$ cat src/rtl/lsu_pkg.sv
// lsu_pkg: shared types, byte-enable encodings and alignment helpers for the load/store unit.
package lsu_pkg;

    typedef enum logic [1:0] {IDLE, REQ, WAIT, DONE} lsu_state_t;

    localparam logic [3:0] BE_BYTE = 4'b0001;
    localparam logic [3:0] BE_HALF = 4'b0011;
    localparam logic [3:0] BE_WORD = 4'b1111;

    // Anything that is not a byte or half enable is handled as a full word.
    function automatic logic [3:0] norm_be(input logic [3:0] byte_en);
        return byte_en == BE_BYTE ? BE_BYTE : byte_en == BE_HALF ? BE_HALF : BE_WORD;
    endfunction

    function automatic logic is_aligned(input logic [3:0] byte_en, input logic [1:0] off);
        return byte_en == BE_BYTE ? 1'b1 : byte_en == BE_HALF ? ~off[0] : off == 2'b00;
    endfunction

endpackage

$ cat src/rtl/lsu_ctrl_if.sv
// lsu_ctrl_if: request/grant/response data-memory port between the LSU and data memory.
interface lsu_ctrl_if;
    logic        dm_req;
    logic        dm_we;
    logic [31:0] dm_addr;
    logic [3:0]  dm_be;
    logic [31:0] dm_wdata;
    logic        dm_gnt;
    logic        dm_rvalid;
    logic [31:0] dm_rdata;

    modport master (
        output dm_req, dm_we, dm_addr, dm_be, dm_wdata,
        input  dm_gnt, dm_rvalid, dm_rdata
    );

    modport slave (
        input  dm_req, dm_we, dm_addr, dm_be, dm_wdata,
        output dm_gnt, dm_rvalid, dm_rdata
    );
endinterface

$ cat src/rtl/lsu_ctrl_load_extend.sv
// load_extend: lane-shifts a raw memory word and sign/zero-extends it to the access size.
module load_extend
    import lsu_pkg::*;
(
    input  logic [31:0] dm_rdata_i,
    input  logic [1:0]  off_i,
    input  logic [3:0]  byte_en_i,
    input  logic        us_i,
    output logic [31:0] data_o
);
    logic [31:0] w;

    assign w = dm_rdata_i >> {off_i, 3'b000};
    assign data_o = byte_en_i == BE_BYTE ? {{24{~us_i & w[7]}}, w[7:0]} :
                    byte_en_i == BE_HALF ? {{16{~us_i & w[15]}}, w[15:0]} : w;
endmodule

$ cat src/rtl/lsu_ctrl.sv
// lsu_ctrl: MEM-stage load/store sequencer driving a request/grant/response memory port,
// stalling the pipeline while an access is in flight and flagging misalignment and timeouts.
module lsu_ctrl
    import lsu_pkg::*;
#(
    parameter int MAX_WAIT = 255
) (
    input  logic        clk,
    input  logic        rst_n,
    input  logic        mem_valid_i,
    input  logic        mem_read_i,
    input  logic        mem_write_i,
    input  logic        us_i,
    input  logic [3:0]  byte_en_i,
    input  logic [31:0] addr_i,
    input  logic [31:0] wdata_i,
    output logic        stall_o,
    output logic [31:0] rdata_o,
    output logic        rdata_valid_o,
    output logic        misaligned_o,
    output logic        bus_err_o,
    lsu_ctrl_if.master  dm
);
    localparam int CW = $clog2(MAX_WAIT + 1);

    lsu_state_t  state_q, state_d;
    logic [CW-1:0] cnt_q;
    logic        we_q, us_q, rv_q, err_q, mis_q;
    logic [31:0] addr_q, wdata_q, rdata_q, ld_data;
    logic [3:0]  dm_be_q, be_q;
    logic [1:0]  off_q;
    logic        access, aligned, start, busy, timeout, tmo_evt;
    logic [3:0]  be_n;
    logic [1:0]  off;

    assign off     = addr_i[1:0];
    assign be_n    = norm_be(byte_en_i);
    assign access  = mem_valid_i & (mem_read_i | mem_write_i);
    assign aligned = is_aligned(be_n, off);
    // Gating with rst_n keeps stall low while reset is held, like every registered output.
    assign start   = rst_n & (state_q == IDLE) & access & aligned;
    assign busy    = (state_q == REQ) | (state_q == WAIT);
    assign timeout = int'(cnt_q) >= MAX_WAIT - 1;
    assign tmo_evt = timeout & (((state_q == REQ) & ~dm.dm_gnt) | ((state_q == WAIT) & ~dm.dm_rvalid));

    load_extend u_ext (
        .dm_rdata_i (dm.dm_rdata),
        .off_i      (off_q),
        .byte_en_i  (be_q),
        .us_i       (us_q),
        .data_o     (ld_data)
    );

    always_ff @(posedge clk or negedge rst_n) begin
        if (!rst_n) state_q <= IDLE;
        else        state_q <= state_d;
    end

    always_comb begin
        state_d = state_q;
        case (state_q)
            IDLE:    state_d = start ? REQ : IDLE;
            REQ:     state_d = dm.dm_gnt ? (we_q ? DONE : WAIT) : timeout ? DONE : REQ;
            WAIT:    state_d = (dm.dm_rvalid | timeout) ? DONE : WAIT;
            default: state_d = IDLE;
        endcase
    end

    always_comb begin
        stall_o   = start | busy;
        dm.dm_req = state_q == REQ;
    end

    always_ff @(posedge clk or negedge rst_n) begin
        if (!rst_n) begin
            cnt_q   <= '0;
            we_q    <= 1'b0;
            addr_q  <= '0;
            dm_be_q <= '0;
            wdata_q <= '0;
            off_q   <= '0;
            be_q    <= '0;
            us_q    <= 1'b0;
            rdata_q <= '0;
            rv_q    <= 1'b0;
            err_q   <= 1'b0;
            mis_q   <= 1'b0;
        end else begin
            // Counter saturates at the timeout point so a last-cycle grant still sees an expired budget in WAIT.
            cnt_q <= busy ? (timeout ? cnt_q : cnt_q + 1'b1) : '0;
            if (start) begin
                we_q    <= mem_write_i;
                addr_q  <= {addr_i[31:2], 2'b00};
                dm_be_q <= be_n << off;
                wdata_q <= wdata_i << {off, 3'b000};
                off_q   <= off;
                be_q    <= be_n;
                us_q    <= us_i;
            end
            if (tmo_evt) rdata_q <= '0;
            else if ((state_q == WAIT) & dm.dm_rvalid) rdata_q <= ld_data;
            rv_q  <= (state_q == WAIT) & dm.dm_rvalid;
            err_q <= tmo_evt;
            mis_q <= (state_q == IDLE) & access & ~aligned;
        end
    end

    assign dm.dm_we       = we_q;
    assign dm.dm_addr     = addr_q;
    assign dm.dm_be       = dm_be_q;
    assign dm.dm_wdata    = wdata_q;
    assign rdata_o        = rdata_q;
    assign rdata_valid_o  = rv_q;
    assign bus_err_o      = err_q;
    assign misaligned_o   = mis_q;
endmodule

$ cat src/flat_wrapper.sv
// flat-port wrapper written by rule: the top's interface ports become plain ports
module lsu_ctrl_flat import lsu_pkg::*;
#(
    parameter int MAX_WAIT = 255
)
  (clk, rst_n, mem_valid_i, mem_read_i, mem_write_i, us_i, byte_en_i, addr_i, wdata_i, stall_o, rdata_o, rdata_valid_o, misaligned_o, bus_err_o, dm_dm_req, dm_dm_we, dm_dm_addr, dm_dm_be, dm_dm_wdata, dm_dm_gnt, dm_dm_rvalid, dm_dm_rdata);
  lsu_ctrl_if dm_i ();
  input  logic clk;
  input  logic rst_n;
  input  logic mem_valid_i;
  input  logic mem_read_i;
  input  logic mem_write_i;
  input  logic us_i;
  input  logic [3:0] byte_en_i;
  input  logic [31:0] addr_i;
  input  logic [31:0] wdata_i;
  output logic stall_o;
  output logic [31:0] rdata_o;
  output logic rdata_valid_o;
  output logic misaligned_o;
  output logic bus_err_o;
  output wire logic [$bits(dm_i.dm_req)-1:0] dm_dm_req;
  output wire logic [$bits(dm_i.dm_we)-1:0] dm_dm_we;
  output wire logic [$bits(dm_i.dm_addr)-1:0] dm_dm_addr;
  output wire logic [$bits(dm_i.dm_be)-1:0] dm_dm_be;
  output wire logic [$bits(dm_i.dm_wdata)-1:0] dm_dm_wdata;
  input wire logic [$bits(dm_i.dm_gnt)-1:0] dm_dm_gnt;
  input wire logic [$bits(dm_i.dm_rvalid)-1:0] dm_dm_rvalid;
  input wire logic [$bits(dm_i.dm_rdata)-1:0] dm_dm_rdata;
  assign dm_dm_req = dm_i.dm_req;
  assign dm_dm_we = dm_i.dm_we;
  assign dm_dm_addr = dm_i.dm_addr;
  assign dm_dm_be = dm_i.dm_be;
  assign dm_dm_wdata = dm_i.dm_wdata;
  assign dm_i.dm_gnt = dm_dm_gnt;
  assign dm_i.dm_rvalid = dm_dm_rvalid;
  assign dm_i.dm_rdata = dm_dm_rdata;
  lsu_ctrl #(.MAX_WAIT(MAX_WAIT)) u_core (.clk(clk), .rst_n(rst_n), .mem_valid_i(mem_valid_i), .mem_read_i(mem_read_i), .mem_write_i(mem_write_i), .us_i(us_i), .byte_en_i(byte_en_i), .addr_i(addr_i), .wdata_i(wdata_i), .stall_o(stall_o), .rdata_o(rdata_o), .rdata_valid_o(rdata_valid_o), .misaligned_o(misaligned_o), .bus_err_o(bus_err_o), .dm(dm_i));
endmodule
$ cat config.mk
export PLATFORM = sky130hd
export DESIGN_NAME = lsu_ctrl_flat
export DESIGN_NICKNAME = d
export VERILOG_FILES = /design/src/rtl/lsu_pkg.sv /design/src/rtl/lsu_ctrl_if.sv /design/src/rtl/lsu_ctrl_load_extend.sv /design/src/rtl/lsu_ctrl.sv /design/src/flat_wrapper.sv
export SDC_FILE = /design/constraint.sdc
export NUM_CORES = 1
export LEC_CHECK = 0
export CAP_MARGIN = 20
export CORE_ASPECT_RATIO = 0.8
export CORE_UTILIZATION = 40
export DETAILED_ROUTE_END_ITERATION = 10
export HOLD_SLACK_MARGIN = 0.15
export PLACE_DENSITY = 0.75
export RECOVER_POWER = 25
export REMOVE_ABC_BUFFERS = 1
export SYNTH_ARGS = -nofsm -noshare
export SYNTH_HDL_FRONTEND = slang
export SYNTH_SLANG_ARGS = --single-unit
$ cat constraint.sdc
create_clock -name clk -period 1.9 [get_ports clk]
set_input_delay 0.38 -clock clk [delete_from_list [all_inputs] [get_ports clk]]
set_output_delay 0.38 -clock clk [all_outputs]
set_load 0.005 [all_outputs]
## Yosys cells after proc, flatten, opt, wreduce, memory -nomap -nowiden

Cells that the tools add are included.

| cells by class | value |
|---|---|
| muxes and demuxes | 16 |
| shifts and indexed selects | 3 |
| reduce and logical (&&, ||, !) cells | 3 |
| bitwise logic cells | 22 |
| magnitude comparators | 1 |
| equal/unequal tests | 9 |
| add/sub/neg operators | 1 |

Operators with widths:

| cell | count |
|---|---|
| two-way mux 32 bit | 4 |
| left shift 32 x 5 -> 32 bit | 1 |
| right shift 32 x 5 -> 32 bit | 1 |
| two-way mux 8 bit | 2 |
| bitwise AND 1 bit | 12 |
| == test 4 x 1 -> 1 bit (second input constant) | 3 |
| == test 4 x 2 -> 1 bit (second input constant) | 3 |
| adder 8 x 1 -> 8 bit (second input constant) | 1 |
| >= comparator 8 bit (second input constant) | 1 |
| two-way mux 4 bit | 2 |
| one-hot mux 2 bit (3 select lines) | 1 |
| two-way mux 1 bit | 5 |
| NOT 1 bit | 5 |
| bitwise OR 1 bit | 5 |
| logical NOT 2 bit | 2 |
| two-way mux 2 bit | 2 |
| left shift 4 x 2 -> 4 bit | 1 |
| == test 2 x 1 -> 1 bit (second input constant) | 1 |
| == test 2 bit (second input constant) | 1 |
| inequality test 2 bit (second input constant) | 1 |
| nonzero test 2 bit | 1 |

| storage, ports and cells | value |
|---|---|
| flip-flop bits (word level) | 119 |
| word-level logic and storage cells | 68 |
| output and inout bits | 106 |

## Logic depth before layout (Yosys ltp)

Gate-level depths: netlist (run 1).

| logic depth | value |
|---|---|
| word-level depth | 9 |
| depth in mapped cells | 8 |
| depth with buffers taken out | 6 |

## By module

A second synthesis (run 1) with hierarchy kept.

| unflattened totals | value |
|---|---|
| cell total of the unflattened synthesis | 566 |
| area, all modules | 6,424.9 um2 |

By module, submodules not included:

| module | seq. area each (um2) | instances | area each (um2) | cells an instance |
|---|---|---|---|---|
| lsu_ctrl | 2,952.8 | 1 | 5,586.6 | 460 |
| load_extend | 0.0 | 1 | 838.3 | 106 |

## Least setup slack after synthesis (run 1)

No wires, ideal clock.

| timing path | value |
|---|---|
| path type | input to output |
| start | input port byte_en_i[3] |
| end | output port stall_o |
| path buffers | 2 |
| stages on the path | 5 |
| arrival | 1.620 ns |
| required time | 1.520 ns |
| slack | -0.100 ns |
| path through | or3b_2 clkbuf_1 a221o_1 buf_6 nand2b_1 |

| between the ends | value |
|---|---|
| cells in the longest elaborated chain, start to end | 8 |

RTL lines:

| what | line | text |
|---|---|---|
| start, declared | flat_wrapper.sv:14 | `input logic [3:0] byte_en_i;` |
| == test 4 x 2 -> 1 bit | lsu_pkg.sv:12 | `return byte_en == BE_BYTE ? BE_BYTE : byte_en == BE_HALF ? BE_HALF : BE_WORD;` |
| two-way mux 4 bit | lsu_pkg.sv:12 |  |
| two-way mux 4 bit (*) | lsu_pkg.sv:12 |  |
| == test 4 x 2 -> 1 bit | lsu_pkg.sv:16 | `return byte_en == BE_BYTE ? 1'b1 : byte_en == BE_HALF ? ~off[0] : off == 2'b00;` |
| two-way mux 1 bit | lsu_pkg.sv:16 |  |
| two-way mux 1 bit (*) | lsu_pkg.sv:16 |  |
| bitwise AND 1 bit (*) | lsu_ctrl.sv:41 | `assign start = rst_n & (state_q == IDLE) & access & aligned;` |
| bitwise OR 1 bit (*) | lsu_ctrl.sv:70 | `stall_o = start \| busy;` |
| end, declared | flat_wrapper.sv:17 | `output logic stall_o;` |

Every way passes the cells marked *; elsewhere a longest branch is shown, timed or not.

## Worst setup path after layout (run 1)

| timing path | value |
|---|---|
| start | input port byte_en_i[1] |
| end | output port stall_o |

Same word-level chain as after synthesis.

==> results.md, run 1 <==
- Slew at the pin closest to its max-slew limit: 880 ps
- Number of antenna violations at the first check in global routing: 2
- Critical path arrival: 1720 ps
- Synth top area share: 51.7%
- Rel. slew slack: 41.3%
- Reg-to-reg slack, setup: -70 ps
- Wire length on met2: 7730 um
- Synthesized area divided by synthesized cell count: 9.96 um^2
- Count of unique library cells instantiated by Yosys: 51
- Cells on worst reg2reg path: 6
- Top area cells in the synthesized netlist: sky130_fd_sc_hd__dfrtp_1 52%, sky130_fd_sc_hd__nand2_1 10%, sky130_fd_sc_hd__mux2i_1 5.6%
- IO Port Bufs: 211
- Via count of the first global-routing pass: 5225
- Largest fanout on the critical path: 2
- Number of DRC violations after detailed-routing iteration 0: 280
- YS warnings: 0
- Combined area of all synthesized cells: 5710 um^2
- Max clock buf depth: 2
- Async set or reset register ratio after synthesis: 100%
- Worst slack on hold paths: 227 ps
- Synthesized-area fraction occupied by ao, oa, aoi and oai cells: 18.6%
- Cell area power density: 1480 nW/um^2
- Number of storage elements in the synthesis netlist: 118
- Synthesized instance count: 574
- Number of nets still failing antenna checks after routing: 0
- Most frequent cell after synthesis: sky130_fd_sc_hd__nand2_1
- Critical Path Sink: stall_o
- Unrepaired setup endpoints after global routing: true
- Number of filler cells placed in the layout: 1072
- Static leakage: 3.96 nW
- Data required time at the worst endpoint: 1520 ps
- Relative area change from synthesis to final layout: 55.1%
- Detailed Routing Iterations Pass 1: 5
- Final HPWL from detailed placement: 12000 um
- Vias per cell: 5.21
- Horiz. Die Dim: 136 um
- Highest metal used: met5
- Highest clock frequency the design can meet: 476 MHz
- Max-slew violations: 0
- Clock root cell: sky130_fd_sc_hd__clkbuf_16
- GRT overflow: 0
- Peak supply drop: 0.854 mV
- Number of top-level design ports: 214
- First-pass GRT wire length: 26800 um
- Initial Utilization: 41.6%
- Clock H-tree levels: 4
- Class of the most critical hold timing path: input pin to asynchronous set/reset pin
- Violated checks: negative setup slack
- Synth Area in Adders: 1.31%
- Type of the setup path with the least slack: input pin to primary output
- Layout cell share with drive strength beyond 1: 14.0%
- Cell type with the largest total area after synthesis: sky130_fd_sc_hd__dfrtp_1
- Die area: 14800 um^2
- Time the worst path needs with I/O delays and setup: 2100 ps
- Crit path capture type: primary output
- Endpoint of the lowest-slack register-to-register path: u_core.dm.dm_wdata[7]
- Final WS setup: -199 ps
- Clock-pin slew on the worst setup and hold paths: 50 ps
- Clk Latency, worst-skew pair: 420 ps
- CP startpoint: byte_en_i[1]
- Synth Area in Simple Gates: 16.3%
- Pin count of the biggest net entering global routing: 85
- Setup skew after layout: 7.44 ps
- Total inserted antenna cells: 0
- DRC violation count after routing: 0
- Final Setup Violations: 37
- Routed length on met1: 7130 um
- Combinational family with the most area after synthesis: compound AO/OA/AOI/OAI gates
- Post-synthesis sequential area ratio: 51.7%
- Total CTS buffers: 17
- Sink count of the clock tree: 118
- Via Count: 5209
- Commonest cells in the netlist: 153 x sky130_fd_sc_hd__nand2_1, 118 x sky130_fd_sc_hd__dfrtp_1, 32 x sky130_fd_sc_hd__mux2i_1
- Total wire length: 16800 um
- Number of enable flip-flop cells after synthesis: 0
- Share of cell area taken by muxes after synthesis: 7.58%
- Final Net Count: 920
- R2r startpoint: u_core.state_q[0]
- Number of hold violations in the final report: 0
- Met3 wire length: 1760 um
- Average routed wire per standard cell: 16.8 um
- Post-route fraction of the period consumed by the critical path: 110%
- Total global-route track usage: 23.9%
- Num rows: 38
- Die extent in y: 109 um
- Max-Cap Viols: 0
- Outcome: finished with violations
- Fraction of the core area covered by cells at the end of the flow: 64.5%
- Pre-CTS worst setup slack: -861 ps
- Crit path launch type: input pin
- Area of the core: 13700 um^2
- Synth Area in XOR/XNOR: 0.613%
- Routability Congestion: 0.824
- TritonCTS clock tree: yes
- Most frequently used flop master after synthesis: sky130_fd_sc_hd__dfrtp_1
## state kept, by name, indices dropped and copies added, names as in the netlist
name / flops
u_core.rdata_valid_o: 1
u_core.dm.dm_we: 1
u_core.dm.dm_wdata: 32
u_core.misaligned_o: 1
u_core.be_q: 3
u_core.cnt_q: 8
u_core.off_q: 2
u_core.rdata_o: 32
u_core.bus_err_o: 1
u_core.us_q: 1
u_core.dm.dm_addr: 30
u_core.dm.dm_be: 4
u_core.state_q: 2
## timing repair
action	4_1_cts	5_1_grt
pin swaps	3	2
hold buffers	0	0
endpoints found under the setup margin	75	102
setup buffers	1	3
resized for setup	19	10
## metal layers
layer | up-vias | track usage, %
li1 | 2495 | -
met1 | 2484 | 29.2
met2 | 205 | 37.8
met3 | 21 | 11.2
met4 | 4 | 6.50
met5 | - | 0
## power breakdown
| group | switching, mW | leakage (nW) | internal, mW | total [mW] |
|---|---|---|---|---|
| Sequential | 0.672 | 1.50 | 3.62 | 4.29 |
| Combinational | 2.31 | 2.17 | 3.32 | 5.64 |
| Clock | 1.12 | 0.298 | 2.09 | 3.20 |
| Total | 4.10 | 3.96 | 9.03 | 13.1 |
## worst max-delay path: stages
cell and delay [ps]:
sky130_fd_sc_hd__dlygate4sd2_1 240, sky130_fd_sc_hd__or4b_4 520, sky130_fd_sc_hd__a221o_2 390, sky130_fd_sc_hd__nand2b_1 80, sky130_fd_sc_hd__buf_2 110
## stage by stage
stage          std cells  power [mW]  setup TNS [ps]  area (um^2)
2_1_floorplan        533        6.46          -94410         5520
3_3_place_gp         964        9.66          -53320         8170
3_5_place_dp         964        9.83          -58760         8170
4_1_cts              996        13.1           -1840         8800
5_1_grt              999        14.0           -7560         8860
6_report             999        13.1           -1450         8860
## how the worst min path moves through the flow
stage / startpoint / end / slack [ps]
after floorplan: rst_n / u_core.be_q[0] / 80
after global placement: u_core.dm.dm_addr[11] / u_core.dm.dm_addr[11] / 460
after detailed placement: u_core.dm.dm_addr[19] / u_core.dm.dm_addr[19] / 460
after CTS: rst_n / u_core.rdata_o[4] / 240
after global routing: rst_n / u_core.rdata_o[4] / 290
final: rst_n / u_core.bus_err_o / 230
## placed cells by master (no fill, tap or decap), types with 14 or more instances in the layout
master,n
sky130_fd_sc_hd__clkdlybuf4s50_1,202
sky130_fd_sc_hd__nand2_1,153
sky130_fd_sc_hd__dfrtp_1,118
sky130_fd_sc_hd__buf_4,42
sky130_fd_sc_hd__mux2i_1,32
sky130_fd_sc_hd__nor2_1,21
sky130_fd_sc_hd__o21ai_0,20
sky130_fd_sc_hd__a22o_1,17
sky130_fd_sc_hd__clkbuf_16,17
sky130_fd_sc_hd__a21oi_1,14
## cell families (layout without fill, tap and decap cells)
| kind of cell | Yosys count | after routing |
|---|---|---|
| and+or+nand+nor | 219 | 219 |
| AOI/OAI and AO/OA | 138 | 138 |
| other | 1 | 2 |
| adders and majority gates | 6 | 6 |
| xor gates and xnor gates | 4 | 4 |
| muxes | 41 | 41 |
| DFF | 118 | 118 |
| buffers and inverters | 47 | 291 |
## layout make-up
cell class,count,area [um^2],share of cell area (%)
Sequential cell,118,2950,33.3
Tap cell,180,225,2.54
Multi-Input combinational cell,410,2630,29.7
Clock inverter,9,97.6,1.10
Inverter,5,18.8,0.212
Timing Repair Buffer,254,2440,27.5
Clock buffer,23,498,5.62
Power figures use the tool's default switching activity.
==> run 2, diff against run 1 <==
--- a/config.mk
+++ b/config.mk
@@ -6,7 +6,7 @@
 export NUM_CORES = 1
 export LEC_CHECK = 0
 export CAP_MARGIN = 20
-export CORE_ASPECT_RATIO = 0.8
+export CORE_ASPECT_RATIO = 1.1
 export CORE_UTILIZATION = 40
 export DETAILED_ROUTE_END_ITERATION = 10
 export HOLD_SLACK_MARGIN = 0.15
==> results.md, run 2 (same netlist as run 1, synthesis figures left out) <==
- Outcome: finished with violations
- Violated checks: negative setup slack
- Crit path capture type: primary output
- Pre-CTS worst setup slack: -911 ps
- Number of top-level design ports: 214
- Max-slew violations: 0
- Vias per cell: 5.37
- Total global-route track usage: 24.3%
- Via Count: 5454
- Setup skew after layout: 7.63 ps
- Largest fanout on the critical path: 2
- IO Port Bufs: 211
- Cell with the largest stage delay on the worst path: sky130_fd_sc_hd__dfrtp_1
- Reg-to-reg slack, setup: -10 ps
- DRC violation count after routing: 0
- Power, Total: 13.5 mW
- Total wire length: 18100 um
- GRT overflow: 0
- Horiz. Die Dim: 116 um
- Slew at the pin closest to its max-slew limit: 1020 ps
- Number of hold violations in the final report: 0
- Final Net Count: 928
- Net switching fraction of the power: 31.0%
- Die extent in y: 127 um
- Peak supply drop: 0.849 mV
- Cells on worst reg2reg path: 7
- Clk Latency, worst-skew pair: 420 ps
- Clock group share of total power: 26.0%
- Relative area change from synthesis to final layout: 59.0%
- Final HPWL from detailed placement: 11900 um
- Sink count of the clock tree: 118
- TritonCTS clock tree: yes
- Highest clock frequency the design can meet: 468 MHz
- Switching power: 4.20 mW
- Num rows: 45
- Detailed Routing Iterations Pass 1: 4
- Crit path cell chain: inv_2 > ha_4 > o2111ai_4 > a221o_2 > nand2b_1 > buf_2
- Total inserted antenna cells: 0
- Final Setup Violations: 23
- Max clock buf depth: 2
- Layout cell share with drive strength beyond 1: 15.0%
- Pin count of the biggest net entering global routing: 76
- Average routed wire per standard cell: 17.9 um
- Time the worst path needs with I/O delays and setup: 2130 ps
- Fraction of the core area covered by cells at the end of the flow: 65.6%
- Cell-internal power: 9.35 mW
- Share of power burned in registers: 31.8%
- Number of antenna violations at the first check in global routing: 0
- Clock H-tree levels: 4
- Endpoint of the lowest-slack register-to-register path: u_core.rdata_o[27]
- Unrepaired setup endpoints after global routing: true
- Cell area power density: 1490 nW/um^2
- Critical path arrival: 1750 ps
- Final WS setup: -235 ps
- Commonest cells after routing, fill and taps aside: 202 x sky130_fd_sc_hd__clkdlybuf4s50_1, 151 x sky130_fd_sc_hd__nand2_1, 118 x sky130_fd_sc_hd__dfrtp_1
- Crit path launch type: register
- Clock root cell: sky130_fd_sc_hd__clkbuf_16
- First-pass GRT wire length: 27500 um
- Clock-pin slew on the worst setup and hold paths: 60 ps
- Delay contributed by the slowest stage of the critical path: 400 ps
- CTS Hold Buffers Added: 0
- Via count of the first global-routing pass: 5387
- Class of the most critical hold timing path: input pin to asynchronous set/reset pin
- Post-route fraction of the period consumed by the critical path: 112%
- Fraction of power consumed by combinational cells: 42.3%
- Number of nets still failing antenna checks after routing: 0
- R2r startpoint: u_core.cnt_q[1]
- Die area: 14800 um^2
- Rel. slew slack: 32.3%
- Total CTS buffers: 17
- Most common cell after layout, fill and taps aside: sky130_fd_sc_hd__clkdlybuf4s50_1
- Static leakage: 4.06 nW
- Initial Utilization: 41.3%
- Area of the core: 13900 um^2
- Data required time at the worst endpoint: 1520 ps
- Type of the setup path with the least slack: register to primary output
- Max-Cap Viols: 0
- Routability Congestion: 0.821
- Number of DRC violations after detailed-routing iteration 0: 325
run 2: worst max path at each step:
stage	from	to	slack (ps)	cells past startpoint
finish	u_core.state_q[0]	stall_o	-230	6
global route	u_core.state_q[1]	stall_o	-310	6
CTS	u_core.state_q[1]	stall_o	-240	6
detailed placement	byte_en_i[1]	stall_o	-910	5
global placement	byte_en_i[1]	stall_o	-890	5
floorplan	mem_write_i	stall_o	-1190	3
run 2: layout make-up:
cell class / instances / area (um^2)
fill: 1127 / 4760
inverter: 5 / 18.8
multi-input combinational: 410 / 2630
tap: 188 / 235
timing repair buffer: 262 / 2610
sequential: 118 / 2950
clock buffer: 19 / 443
clock inverter: 13 / 204
run 2: critical path, delay by kind of cell (launching register included):
| family | cells | cell delay [ps] |
|---|---|---|
| compound gates | 2 | 490 |
| fa+ha+maj | 1 | 150 |
| buf+inv | 2 | 220 |
| flops | 1 | 400 |
| simple gates | 1 | 80 |
run 2: layer usage:
layer / up-vias / global-route usage (%) / part of all wire (%)
met5: - / 0 / 0
met4: 0 / 12.2 / 3.0
met3: 45 / 7.78 / 8.1
met2: 253 / 39.1 / 48
met1: 2651 / 29.1 / 40
li1: 2505 / - / -
run 2: timing repair:
action	CTS	global route
cloned	1	5
resized for setup	25	19
setup buffers	2	3
setup endpoints to repair	79	63
pin swaps	2	4
run 2: metrics by stage:
| step | hold WS (ps) | instances | cell area [um^2] | setup TNS, ps |
|---|---|---|---|---|
| 5_1_grt | 387 | 1015 | 9090 | -5070 |
| 6_report | 299 | 1015 | 9090 | -387 |
| 3_3_place_gp | 458 | 972 | 8180 | -56560 |
| 2_1_floorplan | 84.4 | 533 | 5520 | -94410 |
| 3_5_place_dp | 464 | 972 | 8180 | -61800 |
| 4_1_cts | 266 | 1007 | 8920 | -244 |
run 2: power by group through the flow:
stage,Combinational (mW),Sequential [mW],Clock [mW]
final,5.73,4.30,3.51
after global routing,6.24,4.43,3.67
after CTS,5.66,4.30,3.56
after detailed placement,5.56,4.30,0
after global placement,5.43,4.26,0
after floorplan,1.99,4.47,0
==> RTL edit, RTL diff (config.mk and constraints of run 2) <==
`MAX_WAIT` is set to 255 in 2 places; all go to 510.
--- a/src/rtl/lsu_ctrl.sv
+++ b/src/rtl/lsu_ctrl.sv
@@ -3,7 +3,7 @@
 module lsu_ctrl
     import lsu_pkg::*;
 #(
-    parameter int MAX_WAIT = 255
+    parameter int MAX_WAIT = 510
 ) (
     input  logic        clk,
     input  logic        rst_n,
--- a/src/flat_wrapper.sv
+++ b/src/flat_wrapper.sv
@@ -1,7 +1,7 @@
 // flat-port wrapper written by rule: the top's interface ports become plain ports
 module lsu_ctrl_flat import lsu_pkg::*;
 #(
-    parameter int MAX_WAIT = 255
+    parameter int MAX_WAIT = 510
 )
   (clk, rst_n, mem_valid_i, mem_read_i, mem_write_i, us_i, byte_en_i, addr_i, wdata_i, stall_o, rdata_o, rdata_valid_o, misaligned_o, bus_err_o, dm_dm_req, dm_dm_we, dm_dm_addr, dm_dm_be, dm_dm_wdata, dm_dm_gnt, dm_dm_rvalid, dm_dm_rdata);
   lsu_ctrl_if dm_i ();
Function: same outputs for any inputs over 10 cycles, from zero or initial values and one cycle with rst_n low; that may be too few to reach the edited logic, so the function may still have changed.
==> RTL edit against run 2 <==
- the flow still finishes with violations (setup timing)
- sequential cell count rose by 1
- synthesized area rose by 4.6%
- core utilization fell by 2.5 points
- design area rose by 0.77%
- sequential share of layout area barely moved
- total power fell by 4.0%
- worst setup slack improved by 79 ps
- maximum frequency rose by 3.8%
- routed wire length fell by 0.74%
- cell count rose by 5.2%
- global-route usage fell by 1.2 points
- critical endpoint unchanged
- highest routed layer unchanged
==> RTL edit: results (changes against run 2) <==
- Reg2Reg Setup Slack: -50 ps (-40 ps)
- Multi-input gate area: 2760 um^2 (+4.9%)
- Synth top area cells: dfrtp_1, nand2_1, mux2i_1
- Distinct cells, synth: 57 (+12%)
- TritonRoute pass-1 iters: 5 (+1)
- # Post-CTS Setup Buffers: 3 (+1)
- Non-clock buffer share: 28.3% (-0.36 points)
- Min Hold Slack: 462 ps (+163 ps)
- Final Skew: 8.16 ps (+0.530 ps)
- Pre-CTS WS: -787 ps (+124 ps)
- Iteration-0 DRC Markers: 410 (+26%)
- Run status: complete, but fails checks
- Slew headroom: 4.67% (-28 points)
- Sequential area share after synthesis: 49.8% (-1.9 points)
- Critical path arrival: 1680 ps (-70 ps)
- Mux cell area share after synthesis: 8.73% (+1.2 points)
- Seq. cell area: 2980 um^2 (+0.85%)
- Inverters: 8 (+3)
- Leakage: 4.04 nW (-0.27%)
- Layout cell share with drive strength beyond 1: 13.9% (-1.1 points)
- Final worst-path cycle share: 108% (-4.1 points)
- Buffers excl. clock: 263 (+0.38%)
- Number of global-route vias before repair: 5640 (+4.7%)
- Cells resized by post-CTS repair: 19 (-24%)
- Hold Crit Class: primary input to register
- Failing checks: setup timing
- DP Cell Count: 1029 (+5.9%)
- Clock-cell share of area: 6.11% (-1.0 points)
- Setup-failing EPs final: 14 (-39%)
- Dpl hpwl: 12.2 mm (+2.7%)
- Comb_multi_in: 457 (+11%)
- Power per Cell Area: 1420 nW/um^2 (-4.7%)
- Nets: 980 (+5.6%)
- Final worst slack: -156 ps (+78.7 ps)
- Routed via count: 5662 (+3.8%)
- Worst reg2reg path depth: 6 (-1)
- Pin count of the biggest net entering global routing: 85 (+12%)
- RD Place Congestion: 0.921 (+12%)
- Cell count after synthesis: 630 (+9.8%)
- XOR/XNOR Fraction of Synth Area: 1.03% (+0.41 points)
- Fillcell total: 1189 (+5.5%)
- Fin cells: 1068 (+5.2%)
- Sequential cells: 119 (+0.85%)
- Clock buffer cells: 26 (+7)
- Post-synthesis compound-gate area fraction: 16.2% (-2.4 points)
- Die area: 15400 um^2 (+4.5%)
- Post-Synth Adder-Cell Area: 1.26% (-0.058 points)
- Ys flop type: dfrtp_1
## RTL edit: cell count changes in the layout (fill, tap and decap cells not counted), moves of 8 or more
cell | before | now
a211o_1 | 8 | 0
a21oi_1 | 14 | 41
a22o_1 | 17 | 8
a32o_1 | 10 | 0
nand2_1 | 151 | 182
nor2b_1 | 11 | 1
nor3_1 | 3 | 12
o211ai_1 | 10 | 25
o21ai_1 | 9 | 0
o22ai_1 | 0 | 8
o2bb2ai_1 | 14 | 1
## RTL edit: routing by layer
metal	global-route usage [%]	up-vias	wire length, um
met5	0	-	0
met4	12.8	0	478
met3	5.77	41	1070
met2	38.5	237	9050
met1	27.8	2716	7400
li1	-	2668	-
## RTL edit: where the power goes
group	leakage, nW	total [W]	switching (W)	internal [W]
sequential	1.50	0.00431	0.000671	0.00364
clock	0.278	0.00305	0.00107	0.00198
combinational	2.27	0.00565	0.00236	0.00329
total	4.04	0.0130	0.00410	0.00891
